File: config.mk
export PLATFORM = sky130hd
export DESIGN_NAME = inst_cache
export DESIGN_NICKNAME = d
export VERILOG_FILES = /design/src/rtl/inst_cache_pkg.sv /design/src/rtl/inst_cache_array.sv /design/src/rtl/inst_cache.sv
export SDC_FILE = /design/constraint.sdc
export NUM_CORES = 2
export LEC_CHECK = 0
export ABC_AREA = 0
export BUFFER_PORTS_ARGS = -buffer_cell sky130_fd_sc_hd__buf_4
export CORE_MARGIN = 2
export CORE_UTILIZATION = 35
export DETAILED_ROUTE_END_ITERATION = 10
export REMOVE_ABC_BUFFERS = 1
export SETUP_SLACK_MARGIN = 0.2
export SYNTH_ARGS = -nofsm -noshare
export SYNTH_HDL_FRONTEND = slang
export SYNTH_SLANG_ARGS = --single-unit
File: constraint.sdc
create_clock -name clk -period 10.74 [get_ports clk]
set_clock_uncertainty 0.2 [all_clocks]
set_input_delay 0 -clock clk [delete_from_list [all_inputs] [get_ports clk]]
set_output_delay 0 -clock clk [all_outputs]
set_load 0.02 [all_outputs]
File: src/rtl/inst_cache_pkg.sv
// +--------------------------------------------------------------------+
// | inst_cache_pkg : shared FSM encoding and address-split widths       |
// | Rev 1.0                                                             |
// +--------------------------------------------------------------------+
`default_nettype none

package inst_cache_pkg;

  typedef enum logic [1:0] {
    ST_IDLE = 2'd0,
    ST_REQ  = 2'd1,
    ST_FILL = 2'd2
  } state_t;

  function automatic int calc_offset_w(input int words_per_line);
    return $clog2(words_per_line);
  endfunction

  function automatic int calc_index_w(input int lines);
    return $clog2(lines);
  endfunction

  // Two byte-offset bits sit below the word offset.
  function automatic int calc_tag_w(input int lines, input int words_per_line);
    return 32 - calc_index_w(lines) - calc_offset_w(words_per_line) - 2;
  endfunction

endpackage

`default_nettype wire

File: src/rtl/inst_cache_array.sv
// +--------------------------------------------------------------------+
// | inst_cache_array : data/tag storage, registered data read port      |
// | Rev 1.0                                                             |
// +--------------------------------------------------------------------+
`default_nettype none

module inst_cache_array #(
  parameter int LINES          = 16,
  parameter int WORDS_PER_LINE = 4,
  parameter int INDEX_W        = 4,
  parameter int OFFSET_W       = 2,
  parameter int TAG_W          = 24
) (
  input  logic                clk,
  input  logic                reset_n,
  input  logic                i_rd_en,
  input  logic [INDEX_W-1:0]  i_rd_index,
  input  logic [OFFSET_W-1:0] i_rd_offset,
  output logic [31:0]         o_rd_data,
  output logic [TAG_W-1:0]    o_rd_tag,
  input  logic                i_wr_en,
  input  logic [INDEX_W-1:0]  i_wr_index,
  input  logic [OFFSET_W-1:0] i_wr_offset,
  input  logic [31:0]         i_wr_data,
  input  logic                i_tag_wr_en,
  input  logic [TAG_W-1:0]    i_tag_wr_data
);

  localparam int DEPTH = LINES * WORDS_PER_LINE;

  logic [31:0]      r_data_mem [DEPTH];
  logic [TAG_W-1:0] r_tag_mem  [LINES];
  logic [31:0]      r_rd_data;

  always_ff @(posedge clk) begin
    if (i_wr_en) begin
      r_data_mem[{i_wr_index, i_wr_offset}] <= i_wr_data;
    end
    if (i_tag_wr_en) begin
      r_tag_mem[i_wr_index] <= i_tag_wr_data;
    end
  end

  // The data port is the cache's output register, so it resets to zero.
  always_ff @(posedge clk or negedge reset_n) begin
    if (!reset_n) begin
      r_rd_data <= '0;
    end else if (i_rd_en) begin
      r_rd_data <= r_data_mem[{i_rd_index, i_rd_offset}];
    end
  end

  // Tag lookup is combinational so the hit decision lands in the sample cycle.
  assign o_rd_tag  = r_tag_mem[i_rd_index];
  assign o_rd_data = r_rd_data;

endmodule

`default_nettype wire

File: src/rtl/inst_cache.sv
// +--------------------------------------------------------------------+
// | inst_cache : direct-mapped read-only instruction cache with         |
// |              line refill over a request/response handshake          |
// | Rev 1.0                                                             |
// +--------------------------------------------------------------------+
`default_nettype none

module inst_cache
  import inst_cache_pkg::*;
#(
  parameter int LINES          = 16,
  parameter int WORDS_PER_LINE = 4
) (
  input  logic        clk,
  input  logic        reset_n,
  input  logic [31:0] inst_mem_read_addr,
  input  logic        inst_mem_read_enable,
  input  logic        invalidate,
  output logic [31:0] inst_mem_read_data,
  output logic        inst_mem_read_valid,
  output logic        IF_mem_stall,
  output logic        mem_req_valid,
  output logic [31:0] mem_req_addr,
  input  logic        mem_req_ready,
  input  logic        mem_resp_valid,
  input  logic [31:0] mem_resp_data
);

  localparam int OFFSET_W = calc_offset_w(WORDS_PER_LINE);
  localparam int INDEX_W  = calc_index_w(LINES);
  localparam int TAG_W    = calc_tag_w(LINES, WORDS_PER_LINE);
  localparam logic [OFFSET_W-1:0] LAST_BEAT = OFFSET_W'(WORDS_PER_LINE - 1);

  state_t              r_state;
  logic [OFFSET_W-1:0] r_beat;
  logic [INDEX_W-1:0]  r_fill_index;
  logic [TAG_W-1:0]    r_fill_tag;
  logic                r_req_valid;
  logic                r_read_valid;
  logic [LINES-1:0]    r_valid;

  logic [OFFSET_W-1:0] w_offset;
  logic [INDEX_W-1:0]  w_index;
  logic [TAG_W-1:0]    w_tag;
  logic [TAG_W-1:0]    w_stored_tag;
  logic                w_hit;
  logic                w_wr_en;
  logic                w_fill_last;
  logic                w_unused_addr_lsb;

  assign w_offset          = inst_mem_read_addr[2 +: OFFSET_W];
  assign w_index           = inst_mem_read_addr[OFFSET_W+2 +: INDEX_W];
  assign w_tag             = inst_mem_read_addr[31 -: TAG_W];
  assign w_unused_addr_lsb = ^inst_mem_read_addr[1:0];

  // A fetch sampled alongside invalidate is forced to miss.
  assign w_hit = (r_state == ST_IDLE) && inst_mem_read_enable && r_valid[w_index] &&
                 (w_stored_tag == w_tag) && !invalidate;

  assign w_wr_en     = (r_state == ST_FILL) && mem_resp_valid;
  assign w_fill_last = w_wr_en && (r_beat == LAST_BEAT);

  assign IF_mem_stall        = (r_state != ST_IDLE) || (inst_mem_read_enable && !w_hit);
  assign mem_req_valid       = r_req_valid;
  assign mem_req_addr        = {r_fill_tag, r_fill_index, {(OFFSET_W + 2){1'b0}}};
  assign inst_mem_read_valid = r_read_valid;

  always_ff @(posedge clk or negedge reset_n) begin
    if (!reset_n) begin
      r_state      <= ST_IDLE;
      r_beat       <= '0;
      r_fill_index <= '0;
      r_fill_tag   <= '0;
      r_req_valid  <= 1'b0;
      r_read_valid <= 1'b0;
    end else begin
      r_read_valid <= w_hit;
      case (r_state)
        ST_IDLE: begin
          if (inst_mem_read_enable && !w_hit) begin
            r_fill_index <= w_index;
            r_fill_tag   <= w_tag;
            r_req_valid  <= 1'b1;
            r_state      <= ST_REQ;
          end
        end
        ST_REQ: begin
          if (mem_req_ready) begin
            r_req_valid <= 1'b0;
            r_beat      <= '0;
            r_state     <= ST_FILL;
          end
        end
        ST_FILL: begin
          if (mem_resp_valid) begin
            if (r_beat == LAST_BEAT) begin
              r_beat  <= '0;
              r_state <= ST_IDLE;
            end else begin
              r_beat <= r_beat + 1'b1;
            end
          end
        end
        default: begin
          r_state <= ST_IDLE;
        end
      endcase
    end
  end

  // Clear-all happens first so a fill finishing on the same edge keeps its line.
  always_ff @(posedge clk or negedge reset_n) begin
    if (!reset_n) begin
      r_valid <= '0;
    end else begin
      if (invalidate) begin
        r_valid <= '0;
      end
      if (w_fill_last) begin
        r_valid[r_fill_index] <= 1'b1;
      end
    end
  end

  inst_cache_array #(
    .LINES          (LINES),
    .WORDS_PER_LINE (WORDS_PER_LINE),
    .INDEX_W        (INDEX_W),
    .OFFSET_W       (OFFSET_W),
    .TAG_W          (TAG_W)
  ) u_array (
    .clk            (clk),
    .reset_n        (reset_n),
    .i_rd_en        (w_hit),
    .i_rd_index     (w_index),
    .i_rd_offset    (w_offset),
    .o_rd_data      (inst_mem_read_data),
    .o_rd_tag       (w_stored_tag),
    .i_wr_en        (w_wr_en),
    .i_wr_index     (r_fill_index),
    .i_wr_offset    (r_beat),
    .i_wr_data      (mem_resp_data),
    .i_tag_wr_en    (w_fill_last),
    .i_tag_wr_data  (r_fill_tag)
  );

endmodule

`default_nettype wire
# == After elaboration in Yosys (flattened, before gate mapping) ==
# Memory sizes are Yosys's and may differ from the RTL's. A register that Yosys moved wholly into a read port is not among the register bits.
# Cells that the tools add are included.
# totals
ram_bits,2432
mem_count,2
ff_bits,50
wordCells,64
# mem_list
name,words,width,rd,rd_ports_with_merged_regs,wr,line,source
u_array.r_data_mem,64,32,1,1,1,inst_cache_array.sv:31,logic [31:0] r_data_mem [DEPTH];
u_array.r_tag_mem,16,24,1,0,1,inst_cache_array.sv:32,logic [TAG_W-1:0] r_tag_mem [LINES];
# classes
bitwise,1
reduce_logical,20
n_mux,22
magnitude_cmp,3
add_sub_neg,1
n_eq_ne,8
# ops
op,n
16-bit two-way mux,2
24-bit == test,1
16-bit OR,1
2-bit two-way mux,7
4-bit by 5-bit < comparator with 1-bit output (second input constant),2
1-bit logical AND,8
1-bit two-way mux,8
2-bit one-hot mux with 3 select lines,1
3-bit AND reduction,2
2-bit nonzero test,3
1-bit binary-select mux with 4-bit select,1
1-bit demux with 4-bit select,1
2-bit == test (second input constant),2
4-bit by 1-bit greater-or-equal comparator with 1-bit output (second input constant),1
2-bit by 1-bit != test with 1-bit output (second input constant),2
2-bit != test (second input constant),2
2-bit one-hot mux with 2 select lines,1
4-bit AND reduction,1
1-bit zero test,3
2-bit by 1-bit adder with 2-bit output (second input constant),1
2-bit by 1-bit == test with 1-bit output (second input constant),1
2-bit zero test,1
1-bit one-hot mux with 2 select lines,1
2-bit AND reduction,1
1-bit logical OR,1

# == Logic depth before layout (Yosys ltp) ==
# depth
ltp_word,9
ltp_mapped,16
ltp_nobuf,9

# == By module ==
# Synthesis repeated with hierarchy kept, for this count alone.
# unflattened
hier_cells,4670
hier_area_um2,96391.2
# by_module_without_submodules
mod,seq_area_each_um2,instances,cells_each,area_per_inst_um2
inst_cache_array,73830.8,1,4475,93956.4
inst_cache,1251.2,1,195,2434.8

# == Worst setup path after synthesis ==
# OpenSTA, ideal clock, no wires.
# synth_path
path_type,reg-to-reg
startpoint,register r_state[0]
endpoint,"memory u_array.r_data_mem[48][0], enable pin"
setup_slack_ns,5.598
stages_incl_launch_ff,6
t_arrival_ns,4.440
setup_ns,0.502
period_less_slack_ns,5.142
cell_sequence,dfrtp_1 clkbuf_1 or2_2 or3_1 clkbuf_1 nor4_1
# synth_between
elab_chain_cells,4
# synth_lines
item,line,source
"start, declared",inst_cache.sv:34,state_t r_state;
"start signal, assigned",inst_cache.sv:70,r_state <= ST_IDLE;
"start signal, assigned",inst_cache.sv:84,r_state <= ST_REQ;
"start signal, assigned",inst_cache.sv:91,r_state <= ST_FILL;
2-bit == test,inst_cache.sv:60,assign w_wr_en = (r_state == ST_FILL) && mem_resp_valid;
1-bit logical AND,inst_cache.sv:60,
1-bit two-way mux,inst_cache_array.sv:36,if (i_wr_en) begin
1-bit two-way mux (implied by the code),inst_cache_array.sv:37,"r_data_mem[{i_wr_index, i_wr_offset}] <= i_wr_data;"
"end, declared",inst_cache_array.sv:31,
# Every way passes these cells.

# == Final worst setup path ==
# layout_path
startpoint,input port inst_mem_read_addr[5]
endpoint,register r_fill_tag[10]
# layout_between
elab_chain_cells,8
# layout_lines
item,line,source
"start, declared",inst_cache.sv:16,"input logic [31:0] inst_mem_read_addr,"
"parallel branches: the longest is 3 deep, another holds memory read 16 x 24 bit",n/a,
1-bit logical AND (*),inst_cache.sv:57,assign w_hit = (r_state == ST_IDLE) && inst_mem_read_enable && r_valid[w_index] &&
1-bit logical AND (*),inst_cache.sv:58,(w_stored_tag == w_tag) && !invalidate;
1-bit zero test (*),inst_cache.sv:80,if (inst_mem_read_enable && !w_hit) begin
1-bit logical AND (*),inst_cache.sv:80,
2-bit AND reduction (no line) (*),n/a,
"end signal, assigned",inst_cache.sv:82,r_fill_tag <= w_tag;
"end, declared",inst_cache.sv:37,logic [TAG_W-1:0] r_fill_tag;
# Mark *: on every way between the ends. The select of a mux whose other input is x is not followed.
# A chain may end at the register's enable or synchronous reset.

==> reports/results.tsv <==
metric	value	unit
drt_iter0_markers	5819	
internal_power	17.07	mW
area_delta_synth_final	16.84	%
clock-sinks	2514	
post-route-period-util	56.86	%
layout_commonest_cell	edfxtp_1	
grt.busiest_layer	met2	
core	274100	um^2
p_sw	4.884	mW
run_status	finished, final reports clean	
slowest_delay	720	ps
dp_hpwl	129.8	mm
required	11220	ps
cp_cell_sequence	dlygate4sd3_1, buf_6, buf_4, inv_8, mux2i_1, a2111oi_0, a31oi_1, a2111oi_2, or4b_4, nand3_4, mux2_4, dlygate4sd3_1	
syn_area_per_cell	24.10	um^2
grt_util_met2	28.13	%
finalSetupViolCount	0	
hold_path.class	input port to register	
synth_edf_count	2432	
cts-buffers-inserted	241	
grt-ovfl-total	0	
synthDistinctLibCells	68	
placed_area	102700	um^2
cellPowerDensity	194.6	nW/um^2
rows	192	
synth_top_cell_area_share	75.63	%
start_util	35.23	%
drive_gt1_share	32.62	%
period_needed	6107	ps
synthArstFlopShare	3.262	%
place.gp.congestion	0.7696	
die_area	280100	um^2
vias	45333	
grt_pass1_vias	45935	
drcViolationCount	0	
grt_pass1_wl	349.3	mm
slew_violations	0	
met3_usage	4.273	%
fmax	163.8	MHz
drt-total-wl	249.7	mm
combPwrFrac	7.3	%
synth.top_cells.by_area	edfxtp_1 76%, mux4_2 17%, dfrtp_1 2.1%, mux2_4 0.76%, mux2i_1 0.65%	
ys_seq_area_share	77.75	%
ant_nets	0	
power	21.95	mW
fp.dieH	529.3	um
clockBufferDepth	4	
clk_pin_slew	60	ps
vias_per_cell	5.443	
irDropWorstVdd	0.1710	mV
fin_util	41.16	%
cts_tree	built	
swShare	22.25	%
cpMostUsedCell	dlygate4sd3_1	
antenna_found_initial	18	
fin_tns_setup	0	ps
synth_area	96560	um^2
hold_viol_final	0	
cts-root-buf	clkbuf_16	
grt_max_degree	103	
final_nets	4508	
grtUsageMet1	24.51	%
arrival	6590	ps
cts_resized	0	
drtPass1Iterations	5	
fin_area	112800	um^2
clk_latency	910	ps
synthFlopType	edfxtp_1	
die_w	529.3	um
portBuffers	130	
path_class	input port to register	
hold_ws	28.15	ps
p_clk_share	40.7	%
grt_usage	17.62	%
htreeDepth	4	
critPathTopFamily	buffers and inverters	
startpoint_type	input port	
cp.buffers_inverters	5	
path_max_fanout	68	
cp_slowest_cell	buf_6	
crit_path_end_kind	register	
wl_per_cell	29.98	um
synth.ff_latch_count	2514	
cap_viol_max_count	0	
p_leak	35.32	nW
tightestPinTransition	1296	ps
num_io_pins	137	
rsz0062_at_grt	false	
synth_warnings	0	
power_frac_seq	52.0	%
synth_area_leader_cell	edfxtp_1	
syn_inst	4007	
slew_headroom	13.06	%
mostFrequentLayoutCells	2432 x edfxtp_1, 739 x mux4_2, 243 x clkbuf_16	
-- cells in the mapped netlist, drive strengths merged, types with 2 or more instances --
library cell,count
a2111oi,3
a211o,4
a211oi,16
a21oi,9
a221oi,7
a22oi,8
a31oi,18
and2,16
buf,99
clkbuf,130
dfrtp,82
edfxtp,2432
inv,21
mux2,61
mux2i,63
mux4,740
nand2,61
nand2b,5
nand3,7
nand3b,7
nand4,4
nand4b,2
nor2,98
nor2b,3
nor4,6
o211ai,4
o21ai,11
o22ai,19
o31ai,3
or2,5
or3,8
or4b,2
xnor2,20
xor2,15
-- through the flow --
step | instances | setup WS (ps)
global placement | 7716 | 4876
detailed placement | 7716 | 4920
CTS | 8323 | 4720
finish | 8329 | 4634
global route | 8327 | 4505
floorplan | 3781 | 3866
-- layer usage --
layer,up-vias,share of wire (%)
met1,25004,41
met5,-,0.0044
met3,325,9.1
met4,2,2.0
li1,18062,-
met2,1940,48
-- cells by family after synthesis --
| group | count (synthesis) | share of synthesized area (%) |
|---|---|---|
| xor+xnor | 35 | 0.3175 |
| other cells | 1 | 0.003883 |
| mux | 864 | 18.82 |
| compound gates | 113 | 0.8267 |
| simple gates | 229 | 1.107 |
| buf+inv | 250 | 1.161 |
| flops | 2514 | 77.75 |
| fa+ha+maj | 1 | 0.01296 |
-- layout make-up --
cell class | instances | area [um^2]
fill | 23636 | 161300
clock buffer | 326 | 6693
clock inverter | 118 | 1609
sequential | 2514 | 75080
inverter | 21 | 91.34
antenna | 5 | 12.51
multi-input combinational | 1246 | 20970
tap | 3686 | 4612
timing repair buffer | 413 | 3750
-- state kept, by name, indices dropped and copies added (netlist names), 2 cells and up --
signal,count
r_fill_index,4
u_array.o_rd_data,32
r_fill_tag,24
r_beat,2
u_array.r_data_mem,2048
r_valid,16
r_state,2
u_array.r_tag_mem,384
-- final timing paths --
| path | startpoint | endpoint | slack [ps] | cells past startpoint |
|---|---|---|---|---|
| setup / recovery | inst_mem_read_addr[5] | r_fill_tag[10]$_DFFE_PN0P_ | 4630 | 12 |
| hold / removal | mem_resp_data[16] | u_array.r_data_mem[7][16]$_DFFE_PP_ | 30 | 2 |
| setup reg to reg | r_state[0]$_DFFE_PN0P_ | r_fill_tag[10]$_DFFE_PN0P_ | 5180 | 9 |
| hold reg to reg | u_array.o_rd_data[28]$_DFFE_PN0P_ | u_array.o_rd_data[28]$_DFFE_PN0P_ | 320 | 1 |
| max in group asynchronous | reset_n | u_array.o_rd_data[31]$_DFFE_PN0P_ | 9340 | 4 |
| min in group asynchronous | reset_n | r_fill_tag[16]$_DFFE_PN0P_ | 100 | 4 |
-- worst reg2reg max path: stages (launching register included) --
cell and delay [ps]:
dfrtp_1 480, nor2_1 960, nand2_1 120, a311o_1 350, a211o_1 260, or4_1 590
or4b_4 740, nand3_4 710, mux2_4 360, dlygate4sd3_1 570
-- power groups by stage --
stage,registers (mW),logic (mW),clock network (mW)
after floorplan,11.6,0.615,0
after global placement,11.6,1.44,0
after detailed placement,11.6,1.46,0
after CTS,11.4,1.60,9.07
after global routing,11.5,1.69,9.43
final,11.4,1.59,8.93
-- timing repair --
| action | in CTS | in global routing |
|---|---|---|
| hold endpoints to repair | 2191 | 0 |
| hold buffers | 163 | 0 |
| setup buffers | 0 | 0 |
(Power assumes the default switching activity.)
